--- src/rtl/dmem_ctrl_pkg.sv ---
// Shared constants, state encoding and command bundle for the
// two-master data-memory access controller.
package dmem_ctrl_pkg;

    localparam logic [2:0] F3_LB   = 3'b000;
    localparam logic [2:0] F3_LH   = 3'b001;
    localparam logic [2:0] F3_LW   = 3'b010;
    localparam logic [2:0] F3_LBU  = 3'b100;
    localparam logic [2:0] F3_LHU  = 3'b101;
    localparam logic [2:0] F3_SB   = 3'b000;
    localparam logic [2:0] F3_SH   = 3'b001;
    localparam logic [2:0] F3_SW   = 3'b010;
    localparam logic [2:0] F3_PARK = 3'b011;

    // Side-effect-free read codes used for every load cycle
    localparam logic [2:0] F3_RD_B = 3'b100;
    localparam logic [2:0] F3_RD_H = 3'b101;

    typedef enum logic [2:0] {
        IDLE,
        LD_LO,
        LD_HI,
        ST_B0,
        ST_B1,
        ST_W,
        RESP
    } state_t;

    typedef struct packed {
        logic        we;
        logic [31:0] addr;
        logic [31:0] wdata;
        logic [2:0]  func3;
    } cmd_t;

    function automatic logic [2:0] acc_size(input logic [1:0] sz);
        case (sz)
            2'b00:   acc_size = 3'd1;
            2'b01:   acc_size = 3'd2;
            default: acc_size = 3'd4;
        endcase
    endfunction

endpackage

--- src/rtl/dmem_ctrl_if.sv ---
// Request/response port between one master and the data-memory
// controller.
interface dmem_ctrl_if;

    logic        req;
    logic        we;
    logic [31:0] addr;
    logic [31:0] wdata;
    logic [2:0]  func3;
    logic        ack;
    logic        rvalid;
    logic [31:0] rdata;
    logic        err;

    modport master (
        output req, we, addr, wdata, func3,
        input  ack, rvalid, rdata, err
    );

    modport slave (
        input  req, we, addr, wdata, func3,
        output ack, rvalid, rdata, err
    );

endinterface

--- src/rtl/dmem_rr_arb.sv ---
// Two-way round-robin arbiter; rr_last holds the most recent winner.
module dmem_rr_arb (
    input  logic       clk,
    input  logic       rst,
    input  logic [1:0] req,
    input  logic       en,
    output logic [1:0] gnt
);

    logic rr_last;

    always_comb begin
        gnt = 2'b00;
        if (en) begin
            if (req == 2'b11) gnt = rr_last ? 2'b01 : 2'b10;
            else              gnt = req;
        end
    end

    always_ff @(posedge clk) begin
        if (rst)       rr_last <= 1'b1;
        else if (|gnt) rr_last <= gnt[1];
    end

endmodule

--- src/rtl/dmem_ctrl.sv ---
// Two-master data-memory controller: arbitrates, checks, and splits
// each request into the memory-safe access cycles.
module dmem_ctrl
    import dmem_ctrl_pkg::*;
#(
    parameter int unsigned MEM_BYTES = 1024,
    parameter logic [2:0]  PARK_F3   = F3_PARK
) (
    input  logic        clk,
    input  logic        rst,
    dmem_ctrl_if.slave  m0,
    dmem_ctrl_if.slave  m1,
    output logic [31:0] mem_addr,
    output logic [31:0] mem_write_data,
    output logic        mem_write,
    output logic        mem_read,
    output logic [2:0]  mem_func3,
    input  logic [31:0] mem_data_out
);

    state_t      state, state_nx;
    cmd_t        cmd_in, cmd_q;
    logic        owner_q, err_q;
    logic [31:0] rdata_q, ld_val;
    logic [1:0]  gnt;
    logic        grant, cmd_err, resp, rv0, rv1;
    logic        f3_ok, mis, oor;
    logic [32:0] end_addr;

    dmem_rr_arb u_arb (
        .clk (clk),
        .rst (rst),
        .req ({m1.req, m0.req}),
        .en  (state == IDLE && !rst),
        .gnt (gnt)
    );

    assign grant = |gnt;

    always_comb begin
        if (gnt[1]) begin
            cmd_in.we    = m1.we;
            cmd_in.addr  = m1.addr;
            cmd_in.wdata = m1.wdata;
            cmd_in.func3 = m1.func3;
        end else begin
            cmd_in.we    = m0.we;
            cmd_in.addr  = m0.addr;
            cmd_in.wdata = m0.wdata;
            cmd_in.func3 = m0.func3;
        end
    end

    // Range is checked in 33 bits so a wrapping address cannot pass
    always_comb begin
        if (cmd_in.we)
            f3_ok = cmd_in.func3 inside {F3_SB, F3_SH, F3_SW};
        else
            f3_ok = cmd_in.func3 inside {F3_LB, F3_LH, F3_LW, F3_LBU, F3_LHU};
        mis = (cmd_in.func3[1:0] == 2'b01 && cmd_in.addr[0]) ||
              (cmd_in.func3[1:0] == 2'b10 && cmd_in.addr[1:0] != 2'b00);
        end_addr = {1'b0, cmd_in.addr} + {30'b0, acc_size(cmd_in.func3[1:0])};
        oor = end_addr > 33'(MEM_BYTES);
        cmd_err = !f3_ok || mis || oor;
    end

    always_ff @(posedge clk) begin
        if (rst) state <= IDLE;
        else     state <= state_nx;
    end

    always_comb begin
        state_nx = state;
        unique case (state)
            IDLE: begin
                if (grant) begin
                    if (cmd_err)                      state_nx = RESP;
                    else if (!cmd_in.we)              state_nx = LD_LO;
                    else if (cmd_in.func3 == F3_SW)   state_nx = ST_W;
                    else                              state_nx = ST_B0;
                end
            end
            LD_LO:   state_nx = (cmd_q.func3 == F3_LW) ? LD_HI : RESP;
            ST_B0:   state_nx = (cmd_q.func3 == F3_SH) ? ST_B1 : RESP;
            LD_HI,
            ST_B1,
            ST_W:    state_nx = RESP;
            RESP:    state_nx = IDLE;
            default: state_nx = IDLE;
        endcase
    end

    // Halfword stores go out as two byte commits; code 001 is never used
    always_comb begin
        mem_addr       = cmd_q.addr;
        mem_write_data = cmd_q.wdata;
        mem_write      = 1'b0;
        mem_read       = 1'b0;
        mem_func3      = PARK_F3;
        unique case (state)
            LD_LO: begin
                mem_read  = 1'b1;
                mem_func3 = (cmd_q.func3[1:0] == 2'b00) ? F3_RD_B : F3_RD_H;
            end
            LD_HI: begin
                mem_read  = 1'b1;
                mem_func3 = F3_RD_H;
                mem_addr  = cmd_q.addr + 32'd2;
            end
            ST_B0: begin
                mem_write      = 1'b1;
                mem_func3      = F3_SB;
                mem_write_data = {24'b0, cmd_q.wdata[7:0]};
            end
            ST_B1: begin
                mem_write      = 1'b1;
                mem_func3      = F3_SB;
                mem_addr       = cmd_q.addr + 32'd1;
                mem_write_data = {24'b0, cmd_q.wdata[15:8]};
            end
            ST_W: begin
                mem_write = 1'b1;
                mem_func3 = F3_SW;
            end
            default: ;
        endcase
        if (rst) begin
            mem_write = 1'b0;
            mem_read  = 1'b0;
            mem_func3 = PARK_F3;
        end
    end

    always_comb begin
        resp      = (state == RESP) && !rst;
        rv0       = resp && !owner_q;
        rv1       = resp && owner_q;
        m0.ack    = gnt[0];
        m1.ack    = gnt[1];
        m0.rvalid = rv0;
        m1.rvalid = rv1;
        m0.rdata  = rv0 ? rdata_q : 32'h0;
        m1.rdata  = rv1 ? rdata_q : 32'h0;
        m0.err    = rv0 && err_q;
        m1.err    = rv1 && err_q;
    end

    // For LW the upper half taken here is replaced in LD_HI
    always_comb begin
        unique case (cmd_q.func3)
            F3_LB:   ld_val = {{24{mem_data_out[7]}}, mem_data_out[7:0]};
            F3_LBU:  ld_val = {24'b0, mem_data_out[7:0]};
            F3_LH:   ld_val = {{16{mem_data_out[15]}}, mem_data_out[15:0]};
            F3_LHU:  ld_val = {16'b0, mem_data_out[15:0]};
            default: ld_val = mem_data_out;
        endcase
    end

    always_ff @(posedge clk) begin
        if (rst) begin
            cmd_q   <= '0;
            owner_q <= 1'b0;
            err_q   <= 1'b0;
            rdata_q <= 32'h0;
        end else if (grant) begin
            cmd_q   <= cmd_in;
            owner_q <= gnt[1];
            err_q   <= cmd_err;
            rdata_q <= 32'h0;
        end else if (state == LD_LO) begin
            rdata_q <= ld_val;
        end else if (state == LD_HI) begin
            rdata_q[31:16] <= mem_data_out[15:0];
        end
    end

endmodule

--- src/flat_wrapper.sv ---
// flat-port wrapper written by rule: the top's interface ports become plain ports
module dmem_ctrl_flat import dmem_ctrl_pkg::*;
#(
    parameter int unsigned MEM_BYTES = 1024,
    parameter logic [2:0]  PARK_F3   = F3_PARK
)
  (clk, rst, mem_addr, mem_write_data, mem_write, mem_read, mem_func3, mem_data_out, m0_req, m0_we, m0_addr, m0_wdata, m0_func3, m0_ack, m0_rvalid, m0_rdata, m0_err, m1_req, m1_we, m1_addr, m1_wdata, m1_func3, m1_ack, m1_rvalid, m1_rdata, m1_err);
  dmem_ctrl_if m0_i ();
  dmem_ctrl_if m1_i ();
  input  logic clk;
  input  logic rst;
  output logic [31:0] mem_addr;
  output logic [31:0] mem_write_data;
  output logic mem_write;
  output logic mem_read;
  output logic [2:0] mem_func3;
  input  logic [31:0] mem_data_out;
  input wire logic [$bits(m0_i.req)-1:0] m0_req;
  input wire logic [$bits(m0_i.we)-1:0] m0_we;
  input wire logic [$bits(m0_i.addr)-1:0] m0_addr;
  input wire logic [$bits(m0_i.wdata)-1:0] m0_wdata;
  input wire logic [$bits(m0_i.func3)-1:0] m0_func3;
  output wire logic [$bits(m0_i.ack)-1:0] m0_ack;
  output wire logic [$bits(m0_i.rvalid)-1:0] m0_rvalid;
  output wire logic [$bits(m0_i.rdata)-1:0] m0_rdata;
  output wire logic [$bits(m0_i.err)-1:0] m0_err;
  input wire logic [$bits(m1_i.req)-1:0] m1_req;
  input wire logic [$bits(m1_i.we)-1:0] m1_we;
  input wire logic [$bits(m1_i.addr)-1:0] m1_addr;
  input wire logic [$bits(m1_i.wdata)-1:0] m1_wdata;
  input wire logic [$bits(m1_i.func3)-1:0] m1_func3;
  output wire logic [$bits(m1_i.ack)-1:0] m1_ack;
  output wire logic [$bits(m1_i.rvalid)-1:0] m1_rvalid;
  output wire logic [$bits(m1_i.rdata)-1:0] m1_rdata;
  output wire logic [$bits(m1_i.err)-1:0] m1_err;
  assign m0_i.req = m0_req;
  assign m0_i.we = m0_we;
  assign m0_i.addr = m0_addr;
  assign m0_i.wdata = m0_wdata;
  assign m0_i.func3 = m0_func3;
  assign m0_ack = m0_i.ack;
  assign m0_rvalid = m0_i.rvalid;
  assign m0_rdata = m0_i.rdata;
  assign m0_err = m0_i.err;
  assign m1_i.req = m1_req;
  assign m1_i.we = m1_we;
  assign m1_i.addr = m1_addr;
  assign m1_i.wdata = m1_wdata;
  assign m1_i.func3 = m1_func3;
  assign m1_ack = m1_i.ack;
  assign m1_rvalid = m1_i.rvalid;
  assign m1_rdata = m1_i.rdata;
  assign m1_err = m1_i.err;
  dmem_ctrl #(.MEM_BYTES(MEM_BYTES), .PARK_F3(PARK_F3)) u_core (.clk(clk), .rst(rst), .m0(m0_i), .m1(m1_i), .mem_addr(mem_addr), .mem_write_data(mem_write_data), .mem_write(mem_write), .mem_read(mem_read), .mem_func3(mem_func3), .mem_data_out(mem_data_out));
endmodule
--- config.mk ---
export PLATFORM = sky130hd
export DESIGN_NAME = dmem_ctrl_flat
export DESIGN_NICKNAME = d
export VERILOG_FILES = /design/src/rtl/dmem_ctrl_pkg.sv /design/src/rtl/dmem_ctrl_if.sv /design/src/rtl/dmem_rr_arb.sv /design/src/rtl/dmem_ctrl.sv /design/src/flat_wrapper.sv
export SDC_FILE = /design/constraint.sdc
export NUM_CORES = 1
export LEC_CHECK = 0
export ABC_AREA = 1
export CAP_MARGIN = 30
export CORE_MARGIN = 2
export CORE_UTILIZATION = 44
export DETAILED_ROUTE_END_ITERATION = 10
export GPL_TIMING_DRIVEN = 0
export PLACE_DENSITY = 0.8
export SYNTH_ARGS = -nofsm -noshare
export SYNTH_HDL_FRONTEND = slang
export SYNTH_SLANG_ARGS = --single-unit
--- constraint.sdc ---
create_clock -name clk -period 3.87 [get_ports clk]
set_input_delay 0.5805 -clock clk [delete_from_list [all_inputs] [get_ports clk]]
set_output_delay 0.5805 -clock clk [all_outputs]
set_load 0.03 [all_outputs]
# After elaboration in Yosys (flattened, before gate mapping)
# Cells that the tools add are included.
# word_totals
reg_bits	105
input_bits	172
output_inout_bits	139
elab_cells	87
# op_classes
add_sub_neg	3
magnitude_cmp	1
n_eq_ne	18
mux	27
reduce_logical	29
# op_table
cell	n
32-bit case mux with 2 select lines	2
32-bit case mux with 4 select lines	1
68-bit two-way mux	1
32-bit two-way mux	2
32-bit by 3-bit adder with 33-bit output	1
33-bit by 11-bit > comparator with 1-bit output, second input constant	1
32-bit by 1-bit adder with 32-bit output, second input constant	1
32-bit by 2-bit adder with 32-bit output, second input constant	1
16-bit two-way mux	2
3-bit case mux with 4 select lines	2
3-bit equality test, second input constant	7
3-bit two-way mux	6
3-bit by 2-bit equality test with 1-bit output, second input constant	4
3-bit by 1-bit equality test with 1-bit output, second input constant	3
3-bit logical NOT	3
3-bit OR reduction	3
1-bit logical AND	8
2-bit two-way mux	4
1-bit two-way mux	6
3-bit case mux with 2 select lines	1
2-bit OR reduction	3
5-bit nonzero test	1
2-bit equality test, second input constant	2
2-bit logical NOT	2
other kinds (6)	11

# Depth between registers and ports, before layout
# Gate-level depths: netlist of run 1.
# logic_depth
ltp_word	13
ltp_mapped	26
ltp_nobuf	25

# Hierarchy
# From an unflattened synthesis of run 1, not the netlist that was laid out.
# hier_totals
hier_cells	1377
hier_area_um2	7948.9
# modules_own_cells
module	n_inst	cells_each	area_per_inst_um2	seq_area_each_um2
dmem_ctrl	1	1365	7877.6	2082.0
dmem_rr_arb	1	12	71.3	20.0

# Least setup slack after synthesis of run 1
# OpenSTA, ideal clock, no wires.
# synth_path
kind	reg-to-output
from	register u_core.cmd_q[36] (netlist name)
to	output port mem_addr[31]
t_arrival_ps	2608
t_required_ps	3289
setup_slack_ps	682
path_stages_with_launch	14
n_path_buf	0
path_cell_list	dfxtp_1 > ha_1 > nand2_1 > nor2_1 > inv_1 > nor3_1 > inv_1 > nor2_1 > inv_1 > nor2_1 > inv_1 > o31ai_1 > nand3_1 > o21ai_0
# synth_via
elab_chain_len	2
elab_cells_between_ends	3
cone_classes	add/sub: 2; mux: 1
# synth_rtl
item	line	rtl
start, declared	dmem_ctrl.sv:22	cmd_t cmd_in, cmd_q;
start signal, assigned	dmem_ctrl.sv:166	cmd_q <= cmd_in;
32-bit by 1-bit adder with 32-bit output or 32-bit by 2-bit adder with 32-bit output (tied branches)	dmem_ctrl.sv:118, dmem_ctrl.sv:108	
32-bit case mux with 2 select lines (*)	dmem_ctrl.sv:100	unique case (state)
end, declared	flat_wrapper.sv:12	output logic [31:0] mem_addr;
# Every way passes the cells marked *; elsewhere a longest branch is shown, timed or not.

# Worst setup path after layout of run 1
# layout_path
from	register u_core.cmd_q[41] (netlist name)
to	output port mem_addr[30]
# Same word-level chain as after synthesis.

==> results_dict.tcl, run 1 <==
set metrics [dict create \
    status "finished, final reports clean" \
    finalPower_w 0.005003 \
    syn_avg_cell_area_um2 5.825 \
    synth_top_cell_area_share 0.2602 \
    ys_ff_latch 105 \
    design.die.area_um2 19460 \
    synth_xor_area_frac 0.01301 \
    postRouteWirelength_mm 31.82 \
    drive_gt1_frac 0.06969 \
    tritoncts_clock_tree "yes" \
    critical_path.reg2reg.startpoint "u_core.state[0]$_SDFFE_PP0P_" \
    setup-violations-final 0 \
    fp.coreArea_um2 17960 \
    cts_max_path_bufs 2 \
    flow.area_growth_from_synthesis_pct 47.34 \
    power.combinational.fraction 0.503 \
    dpl.hpwl_mm 25.82 \
    pwr-share-seq 0.300 \
    diodes 0 \
    synthesis.area_um2 8079 \
    final_critical_path_setup_slack_ns 0.1626 \
    drc 0 \
    gpl.final_weighted_congestion 0.9603 \
    initial_antenna_violation_count 0 \
    power_density_nw_per_um2 420.3 \
    synth.area.top_cells "dfxtp_1 (26%), nand2_1 (16%), inv_1 (9.7%)" \
    nNetsFinal 1894 \
    post_synth_mux_area_share 0.004956 \
    cp-end-kind "primary output" \
    vias_in_the_first_global_route 9693 \
    dp_slack_ns -0.6538 \
    synthArstFlopShare 0 \
    fin_crit_sh 0.9580 \
    crit_fanout 7 \
    global_route.overflow_total 0 \
    synth_compound_gate_area_share 0.2131 \
    finalClockSkew_ns 0.01345 \
    die_w_um 139.5 \
    post_synthesis_simple_gate_area_fraction 0.3585 \
    critPathArrivalTime_ns 3.13 \
    period_minus_slack_ns 3.707 \
    criticalPathCategory "register to primary output" \
    place.detailed.instances 1926 \
    detail_route.iter0.violations 835 \
    report.final.hold_viol_count 0 \
    sw_frac_of_total 0.4536 \
    post_drt_wl_per_cell_um 16.31 \
    final_max_slew_viol_count 0 \
    part_of_the_yosys_area_used_for_sequential_elements 0.2602 \
    grt_first_pass_wirelength_mm 50.00 \
    fmax_mhz 269.7 \
    hold_start "u_core.rdata_q[3]$_SDFFE_PP0P_" \
    detailroute.via_count 10479 \
    synth_fa_ha_area_frac 0.007744 \
    placed_cell_area_um2 11470 \
    postCtsHoldBufs 0 \
    worstSkewPairLatency_ns 0.35 \
    port_buffers 310 \
    ff2ff_path_depth 24 \
    dieHeight_um 139.5 \
    synth_ff_type "dfxtp_1" \
    synth_enable_flop_cells 0 \
    largest_net_degree_at_the_start_of_global_routing 21 \
    cts_inserted_buffers 9 \
    antenna_left 0 \
    worst_hold_path.num_cells 2 \
    rows 49 \
    cellLeakagePower_nw 4.979 \
    grtUsageTotal 0.3153 \
    class_of_the_tightest_hold_or_removal_check "register to register" \
    drt_pass1_iterations 6 \
    worstSetupStartpoint "u_core.cmd_q[41]$_SDFFE_PP0P_" \
    postLayoutCellArea_um2 11900 \
    final_core_utilization 0.6627 \
    synthesized_nets 1564 \
    worstSetupStartpointType "register" \
    most_frequent_standard_cell_in_the_layout_excluding_fill_and_tap_cells "nand2_1" \
    cts_root_buffer "clkbuf_16" \
    rsz0062_at_grt "true" \
    main_combinational_cell_family_by_area_after_synthesis "simple AND/OR/NAND/NOR gates" \
    worst-r2r-setup-slack_ns 0.37 \
    clock_power_share 0.196 \
    synth.largest_area_cell "dfxtp_1" \
    number_of_standard_cells_after_synthesis 1387 \
    post_synth_num_cell_types 52 \
    timing.max_cap.violations 0 \
    cts.clk_slew.worst_paths_ns 0.08 \
    internal_power_w 0.002734 \
    timing.slew.headroom 0.5141 \
    routed_via_density 5.371 \
    timing_worst_slew_pin_value_ns 0.7240 \
    clock-sinks 105 \
    clock_tree.htree_level_count 3 \
    starting_utilization_of_the_core_area 0.4497 \
    mostFrequentLayoutCells "nand2_1 (334), clkdlybuf4s50_1 (298), inv_1 (208)" \
    ys.warnings.count 0 \
    timing.critical_path.required_ns 3.29 \
    floorplan.io_pins 311 \
    switching_component_of_the_power_w 0.002270 \
    layoutNonFillerInstCount 1951 \
    power.ir.vdd_worst_mv 0.2700 \
]
-- power groups by stage --
stage          sequential (W)  combinational [W]  clock, W
2_1_floorplan         0.00145            0.00151         0
3_3_place_gp          0.00150            0.00245         0
3_5_place_dp          0.00151            0.00247         0
4_1_cts               0.00149            0.00247  0.000989
5_1_grt               0.00152            0.00272   0.00102
6_report              0.00150            0.00252  0.000983
-- repair_timing --
action | in CTS | in global routing
pin swaps | 0 | 5
gates resized for setup | 17 | 39
setup buffers | 0 | 10
setup endpoints to repair | 21 | 38
-- critical path, stage by stage (launching register included) --
cell	delay (ns)
dfxtp_1	0.51
nand2_1	0.12
nor2_1	0.19
nand4_1	0.18
nor2_1	0.24
nand2_1	0.13
o31ai_4	0.12
nand2_1	0.16
nor3_1	0.21
mux2i_1	0.21
clkdlybuf4s50_1	0.70
-- cells by family (layout without fill, tap and decap cells) --
family                     count (synthesis)  count (layout)
and+or+nand+nor                          670             670
muxes                                      4               4
xor gates and xnor gates                  12              12
AOI/OAI and AO/OA                        304             304
buffers and inverters                    287             622
DFF                                      105             105
adders and majority gates                  5               5
-- Yosys cell counts (4+ instances only) --
| master | instances |
|---|---|
| a21oi_1 | 80 |
| a31oi_1 | 37 |
| buf_1 | 4 |
| buf_2 | 6 |
| buf_8 | 4 |
| clkbuf_1 | 48 |
| dfxtp_1 | 105 |
| ha_1 | 5 |
| inv_1 | 208 |
| inv_2 | 9 |
| mux2i_1 | 4 |
| nand2_1 | 337 |
| nand2_2 | 16 |
| nand2_4 | 4 |
| nand3_1 | 48 |
| nand4_1 | 26 |
| nor2_1 | 187 |
| nor2_2 | 8 |
| nor2_4 | 7 |
| nor3_1 | 21 |
| nor4_1 | 4 |
| o21ai_0 | 125 |
| o21ai_1 | 8 |
| o21ai_2 | 5 |
| o221ai_1 | 9 |
| o22ai_1 | 17 |
| xor2_1 | 10 |
-- per-stage QoR --
stage | hold slack [ns] | setup TNS (ns)
floorplan | 0.4409 | 0
global placement | 0.4495 | -2.451
detailed placement | 0.4530 | -2.677
CTS | 0.4634 | 0
global route | 0.4969 | -0.1025
finish | 0.4662 | 0
-- worst paths after layout --
path / endpoint
setup / recovery: mem_addr[30]
hold / removal: u_core.rdata_q[3]$_SDFFE_PP0P_
setup reg to reg: u_core.err_q$_SDFFE_PP0P_
hold reg to reg: u_core.rdata_q[3]$_SDFFE_PP0P_
-- state kept, by name, summed over array words and instances (netlist names) --
signal and flops:
u_core.owner_q 1, u_core.state 3, u_core.cmd_q 67, u_core.rdata_q 32, u_core.u_arb.rr_last 1, u_core.err_q 1
-- per-layer routing --
metal  GRT usage  up-vias  wire length, um
li1            -     5139                -
met1      0.4148     4786            13200
met2      0.5289      487            14970
met3     0.04886       67             2684
met4      0.1053        0              967
met5           0        -                0
-- final cells by class --
type | instances | area, um^2
sequential | 105 | 2102
clock buffer | 9 | 225.2
fill | 1728 | 6060
tap | 229 | 286.5
multi-input combinational | 995 | 4882
buffer | 65 | 321.6
clock inverter | 7 | 95.09
inverter | 221 | 837.1
timing repair buffer | 320 | 3154
No activity file was read; power rests on OpenSTA's default activity.
==> inputs of run 2 (changes only) <==
TNS_END_PERCENT = 50   (was not set)
==> run 2 against run 1 <==
  * Critical endpoint is now mem_write_data[26]
  * Clock-buffer cell count unchanged
  * Via count is 0.66% lower
  * Highest routed layer unchanged
  * Register-to-register slack barely moved
==> results_dict.tcl, run 2 (synthesized netlist as in run 1, its figures left out) <==
set metrics [dict create \
    place.detailed.instances 1926 \
    timing.max_cap.violations 0 \
    crit_fanout 10 \
    worst_r2r_endpoint "u_core.err_q$_SDFFE_PP0P_" \
    worstSkewPairLatency_ns 0.35 \
    clock-sinks 105 \
    criticalPathCategory "register to primary output" \
    grtUsageTotal 0.3153 \
    floorplan.io_pins 311 \
    largest_net_degree_at_the_start_of_global_routing 21 \
    postCtsHoldBufs 0 \
    cts.clk_slew.worst_paths_ns 0.08 \
    diodes 0 \
    antenna_left 0 \
    initial_antenna_violation_count 0 \
    class_of_the_tightest_hold_or_removal_check "register to register" \
    most_frequent_standard_cell_in_the_layout_excluding_fill_and_tap_cells "nand2_1" \
    dieHeight_um 139.5 \
    grt_first_pass_wirelength_mm 50.00 \
    timing.critical_path.required_ns 3.29 \
    worst_path_largest_cell_delay_ns 0.73 \
    final_max_slew_viol_count 0 \
    worst_path_max_delay_cell "clkdlybuf4s50_1" \
    ordered_cell_list_for_the_critical_path "nor2_4 -> inv_1 -> nor2_1 -> inv_1 -> clkbuf_1 -> nand2_1 -> clkbuf_1 -> nor2_1 -> clkdlybuf4s50_1" \
    setup-violations-final 0 \
    detailroute.via_count 10410 \
    die_w_um 139.5 \
    vias_in_the_first_global_route 9693 \
    clock_tree.htree_level_count 3 \
    nNetsFinal 1894 \
    fin_crit_sh 0.9840 \
    cts_root_buffer "clkbuf_16" \
    cts_max_path_bufs 2 \
    fp.coreArea_um2 17960 \
    timing_worst_slew_pin_value_ns 0.7384 \
    n_fill_cell 1727 \
    routed_via_density 5.336 \
    worstPathBufferInverterCount 5 \
    critical_path.reg2reg.startpoint "u_core.state[0]$_SDFFE_PP0P_" \
    reg_top3 "u_core.cmd_q x67, u_core.rdata_q x32, u_core.state x3" \
    drive_gt1_frac 0.06794 \
    port_buffers 310 \
    worst-r2r-setup-slack_ns 0.37 \
    cellLeakagePower_nw 4.975 \
    mostFrequentLayoutCells "nand2_1 (334), clkdlybuf4s50_1 (298), inv_1 (208)" \
    flow.area_growth_from_synthesis_pct 47.21 \
    finalClockSkew_ns 0.01306 \
    rsz0062_at_grt "true" \
    dpl.hpwl_mm 25.82 \
    status "finished, final reports clean" \
    layoutNonFillerInstCount 1951 \
    worstSetupStartpoint "u_core.state[0]$_SDFFE_PP0P_" \
    gpl.final_weighted_congestion 0.9603 \
    cts_inserted_buffers 9 \
    largest_register_ff_count 67 \
    design.die.area_um2 19460 \
    detail_route.iter0.violations 774 \
    critical-path-top-delay-family "buffers and inverters" \
    rows 49 \
    power.ir.vdd_worst_mv 0.2724 \
    worstSetupStartpointType "register" \
    fmax_mhz 262.6 \
    hold_ws_ns 0.4653 \
    timing.slew.headroom 0.5044 \
    tritoncts_clock_tree "yes" \
    ff2ff_path_depth 24 \
    post_drt_wl_per_cell_um 16.24 \
    max_flop_register "u_core.cmd_q" \
    worst_setup_path_endpoint "mem_write_data[26]" \
    hold_start "u_core.rdata_q[5]$_SDFFE_PP0P_" \
    drt_pass1_iterations 6 \
    critPathArrivalTime_ns 3.23 \
    total_number_of_cells_along_the_worst_setup_path 9 \
    period_minus_slack_ns 3.808 \
    report.final.hold_viol_count 0 \
    global_route.overflow_total 0 \
    cp-end-kind "primary output" \
    postRouteWirelength_mm 31.69 \
    power_density_nw_per_um2 420.1 \
    final_critical_path_setup_slack_ns 0.06189 \
    starting_utilization_of_the_core_area 0.4497 \
    drc 0 \
    dp_slack_ns -0.6538 \
]
-- run 2: cell counts in the layout (fill, tap and decap cells not counted) --
No cell type changed its count.
-- run 2: area by class of cell --
cell class | instances | area, um^2 | area share
Sequential cell | 105 | 2102 | 0.1767
Timing Repair Buffer | 320 | 3154 | 0.2652
Clock inverter | 7 | 95.09 | 0.007996
Multi-Input combinational cell | 995 | 4872 | 0.4097
Clock buffer | 9 | 225.2 | 0.01894
Inverter | 221 | 837.1 | 0.07038
Tap cell | 229 | 286.5 | 0.02409
Buffer | 65 | 320.3 | 0.02693
-- run 2: metal layers --
layer,up-vias,track usage,wire length (um)
met4,0,0.1053,971
li1,5132,-,-
met1,4776,0.4148,13440
met3,67,0.04886,2317
met2,435,0.5289,14950
met5,-,0,0
-- run 2: metrics by stage --
stage	setup TNS, ns	utilization	total power, W	area (um^2)
floorplan	0	-	0.002956	8079
global placement	-2.451	0.6384	0.003950	11470
detailed placement	-2.677	0.6384	0.003976	11470
CTS	0	0.6565	0.004945	11790
global route	-1.217	0.6620	0.005263	11890
finish	0	0.6620	0.004996	11890
-- run 2: how the worst min path moves through the flow --
stage               depth (start not counted)  slack [ns]                              to
floorplan                                   2        0.44  u_core.rdata_q[0]$_SDFFE_PP0P_
global placement                            2        0.45  u_core.rdata_q[1]$_SDFFE_PP0P_
detailed placement                          2        0.45  u_core.rdata_q[3]$_SDFFE_PP0P_
global route                                2        0.50  u_core.rdata_q[7]$_SDFFE_PP0P_
finish                                      2        0.47  u_core.rdata_q[5]$_SDFFE_PP0P_
CTS                                         2        0.46  u_core.rdata_q[3]$_SDFFE_PP0P_
-- run 2: tightest hold or removal path, delay by kind of cell, from the launching register on --
family | cells | cell delay [ns]
simple gates | 1 | 0.06
compound gates | 1 | 0.05
flops | 1 | 0.31
-- run 2: timing repair --
action / in CTS / in global routing
setup endpoints to repair: 21 / 38
resized for setup: 17 / 35
endpoints found under the hold margin: 0 / 0
setup buffers: 0 / 10
pin swaps: 0 / 5
-- run 2: where the power goes --
group	internal (W)	switching, W
clock network	0.000522	0.000458
logic	0.000905	0.00161
registers	0.00131	0.000195
total	0.00273	0.00226
==> inputs of run 3 (changes only) <==
GPL_ROUTABILITY_DRIVEN = 0   (was not set)
==> run 3 against run 2 <==
  * Setup slack better by 0.058 ns
  * Via count is 0.25% higher
  * Sequential share of layout area hardly changed
  * Highest routed layer unchanged
==> results_dict.tcl, run 3 (synthesized netlist as in run 1, its figures left out) <==
set metrics [dict create \
    fin_crit_sh 0.9691 \
    global_route.overflow_total 0 \
    class_of_the_tightest_hold_or_removal_check "register to register" \
    drive_gt1_frac 0.06523 \
    largest_register_ff_count 67 \
    worst_path_largest_cell_delay_ns 0.65 \
    cts_root_buffer "clkbuf_16" \
    worst_setup_path_endpoint "mem_func3[1]" \
    critical_path.reg2reg.startpoint "u_core.state[2]$_SDFFE_PP0P_" \
    port_buffers 310 \
    detail_route.iter0.violations 952 \
    crit_fanout 10 \
    place.detailed.instances 1926 \
    die_w_um 139.5 \
    status "finished, final reports clean" \
    fmax_mhz 266.6 \
    routed_via_density 5.363 \
    max_flop_register "u_core.cmd_q" \
    dpl.hpwl_mm 24.79 \
    clock-sinks 105 \
    hold_ws_ns 0.4650 \
    power_density_nw_per_um2 420.4 \
    finalPower_w 0.004993 \
    final_core_utilization 0.6612 \
    detailroute.via_count 10436 \
    cts_inserted_buffers 9 \
    postRouteWirelength_mm 30.64 \
    timing.critical_path.required_ns 3.29 \
    reg_top3 "u_core.cmd_q x67, u_core.rdata_q x32, u_core.state x3" \
    cp-end-kind "primary output" \
    ordered_cell_list_for_the_critical_path "inv_1 -> nor3_2 -> clkinv_2 -> nand2_1 -> clkinvlp_4 -> o21ai_1 -> nand2_1 -> clkdlybuf4s50_1" \
    post_drt_wl_per_cell_um 15.74 \
    period_minus_slack_ns 3.751 \
    mostFrequentLayoutCells "nand2_1 (334), clkdlybuf4s50_1 (298), inv_1 (208)" \
    largest_net_degree_at_the_start_of_global_routing 17 \
    floorplan.io_pins 311 \
    vias_in_the_first_global_route 9555 \
    criticalPathCategory "register to primary output" \
    tritoncts_clock_tree "yes" \
    drc 0 \
    cts.clk_slew.worst_paths_ns 0.07 \
    clock_tree.htree_level_count 3 \
    timing.slew.headroom 0.5232 \
    worst_r2r_endpoint "u_core.err_q$_SDFFE_PP0P_" \
    ff2ff_path_depth 24 \
    worst-r2r-setup-slack_ns 0.38 \
    layoutNonFillerInstCount 1946 \
    grtUsageTotal 0.3021 \
    most_frequent_standard_cell_in_the_layout_excluding_fill_and_tap_cells "nand2_1" \
    grt_first_pass_wirelength_mm 47.99 \
    initial_antenna_violation_count 0 \
    design.die.area_um2 19460 \
    finalClockSkew_ns 0.008257 \
    report.final.hold_viol_count 0 \
    timing.max_cap.violations 0 \
    flow.area_growth_from_synthesis_pct 47.02 \
    worstSetupStartpointType "register" \
    final_max_slew_viol_count 0 \
    drt_pass1_iterations 6 \
    diodes 0 \
    critPathArrivalTime_ns 3.17 \
    critical_path.most_common_cell "nand2_1" \
    worst_path_max_delay_cell "clkdlybuf4s50_1" \
    rows 49 \
    setup-violations-final 0 \
    cts_max_path_bufs 2 \
    fp.coreArea_um2 17960 \
    postCtsHoldBufs 0 \
    power.ir.vdd_worst_mv 0.2732 \
    worstSkewPairLatency_ns 0.35 \
    worstSetupStartpoint "u_core.state[1]$_SDFFE_PP0P_" \
    nNetsFinal 1890 \
    timing_worst_slew_pin_value_ns 0.7105 \
    starting_utilization_of_the_core_area 0.4497 \
    dieHeight_um 139.5 \
    cellLeakagePower_nw 4.946 \
    rsz0062_at_grt "true" \
    antenna_left 0 \
]
-- run 3: report_power, final --
| part | total, W | switching [W] | internal (W) |
|---|---|---|---|
| clock network | 0.00101 | 0.000410 | 0.000600 |
| logic | 0.00248 | 0.00158 | 0.000898 |
| registers | 0.00150 | 0.000196 | 0.00131 |
-- run 3: area by class of cell --
cell class              count  area (um^2)
plain buffers              65        312.8
clock buffers              11        252.7
clock inverters             4        73.82
fillers                  1671         6086
inverters                 221        837.1
multi-input cells         995         4876
flip-flops and latches    105         2103
well taps                 229        286.5
repair buffers            316         3136
-- run 3: how the worst min path moves through the flow --
stage | from | end | slack, ns | cells past startpoint
global placement | u_core.rdata_q[0]$_SDFFE_PP0P_ | u_core.rdata_q[0]$_SDFFE_PP0P_ | 0.45 | 2
floorplan | u_core.rdata_q[0]$_SDFFE_PP0P_ | u_core.rdata_q[0]$_SDFFE_PP0P_ | 0.44 | 2
finish | u_core.rdata_q[4]$_SDFFE_PP0P_ | u_core.rdata_q[4]$_SDFFE_PP0P_ | 0.46 | 2
CTS | u_core.rdata_q[4]$_SDFFE_PP0P_ | u_core.rdata_q[4]$_SDFFE_PP0P_ | 0.47 | 2
detailed placement | u_core.rdata_q[4]$_SDFFE_PP0P_ | u_core.rdata_q[4]$_SDFFE_PP0P_ | 0.45 | 2
global route | u_core.rdata_q[6]$_SDFFE_PP0P_ | u_core.rdata_q[6]$_SDFFE_PP0P_ | 0.48 | 2
-- run 3: critical path: cells and delay by family (launching register included) --
family	cells	cell delay (ns)
buffers and inverters	4	1.30
and+or+nand+nor	3	0.75
AOI/OAI and AO/OA	1	0.35
DFF	1	0.41
-- run 3: metal layers --
layer	global-route usage	up-vias	part of all wire
li1	-	5124	-
met1	0.3807	4727	0.40
met2	0.5294	522	0.49
met3	0.04990	63	0.087
met4	0.09091	0	0.026
met5	0	-	0
-- run 3: per-stage QoR --
step	worst slack (ns)	setup TNS (ns)	cell area, um^2
after floorplan	0.6816	0	8079
after global placement	-0.5154	-2.146	11470
after detailed placement	-0.5375	-2.239	11470
after CTS	-0.03610	-0.03610	11800
after global routing	-0.06289	-0.1421	11880
final	0.1195	0	11880
-- run 3: timing repair --
item	CTS	global route
buffers inserted	0	6
pin swaps	0	6
setup endpoints to repair	20	20
gates resized for setup	23	22
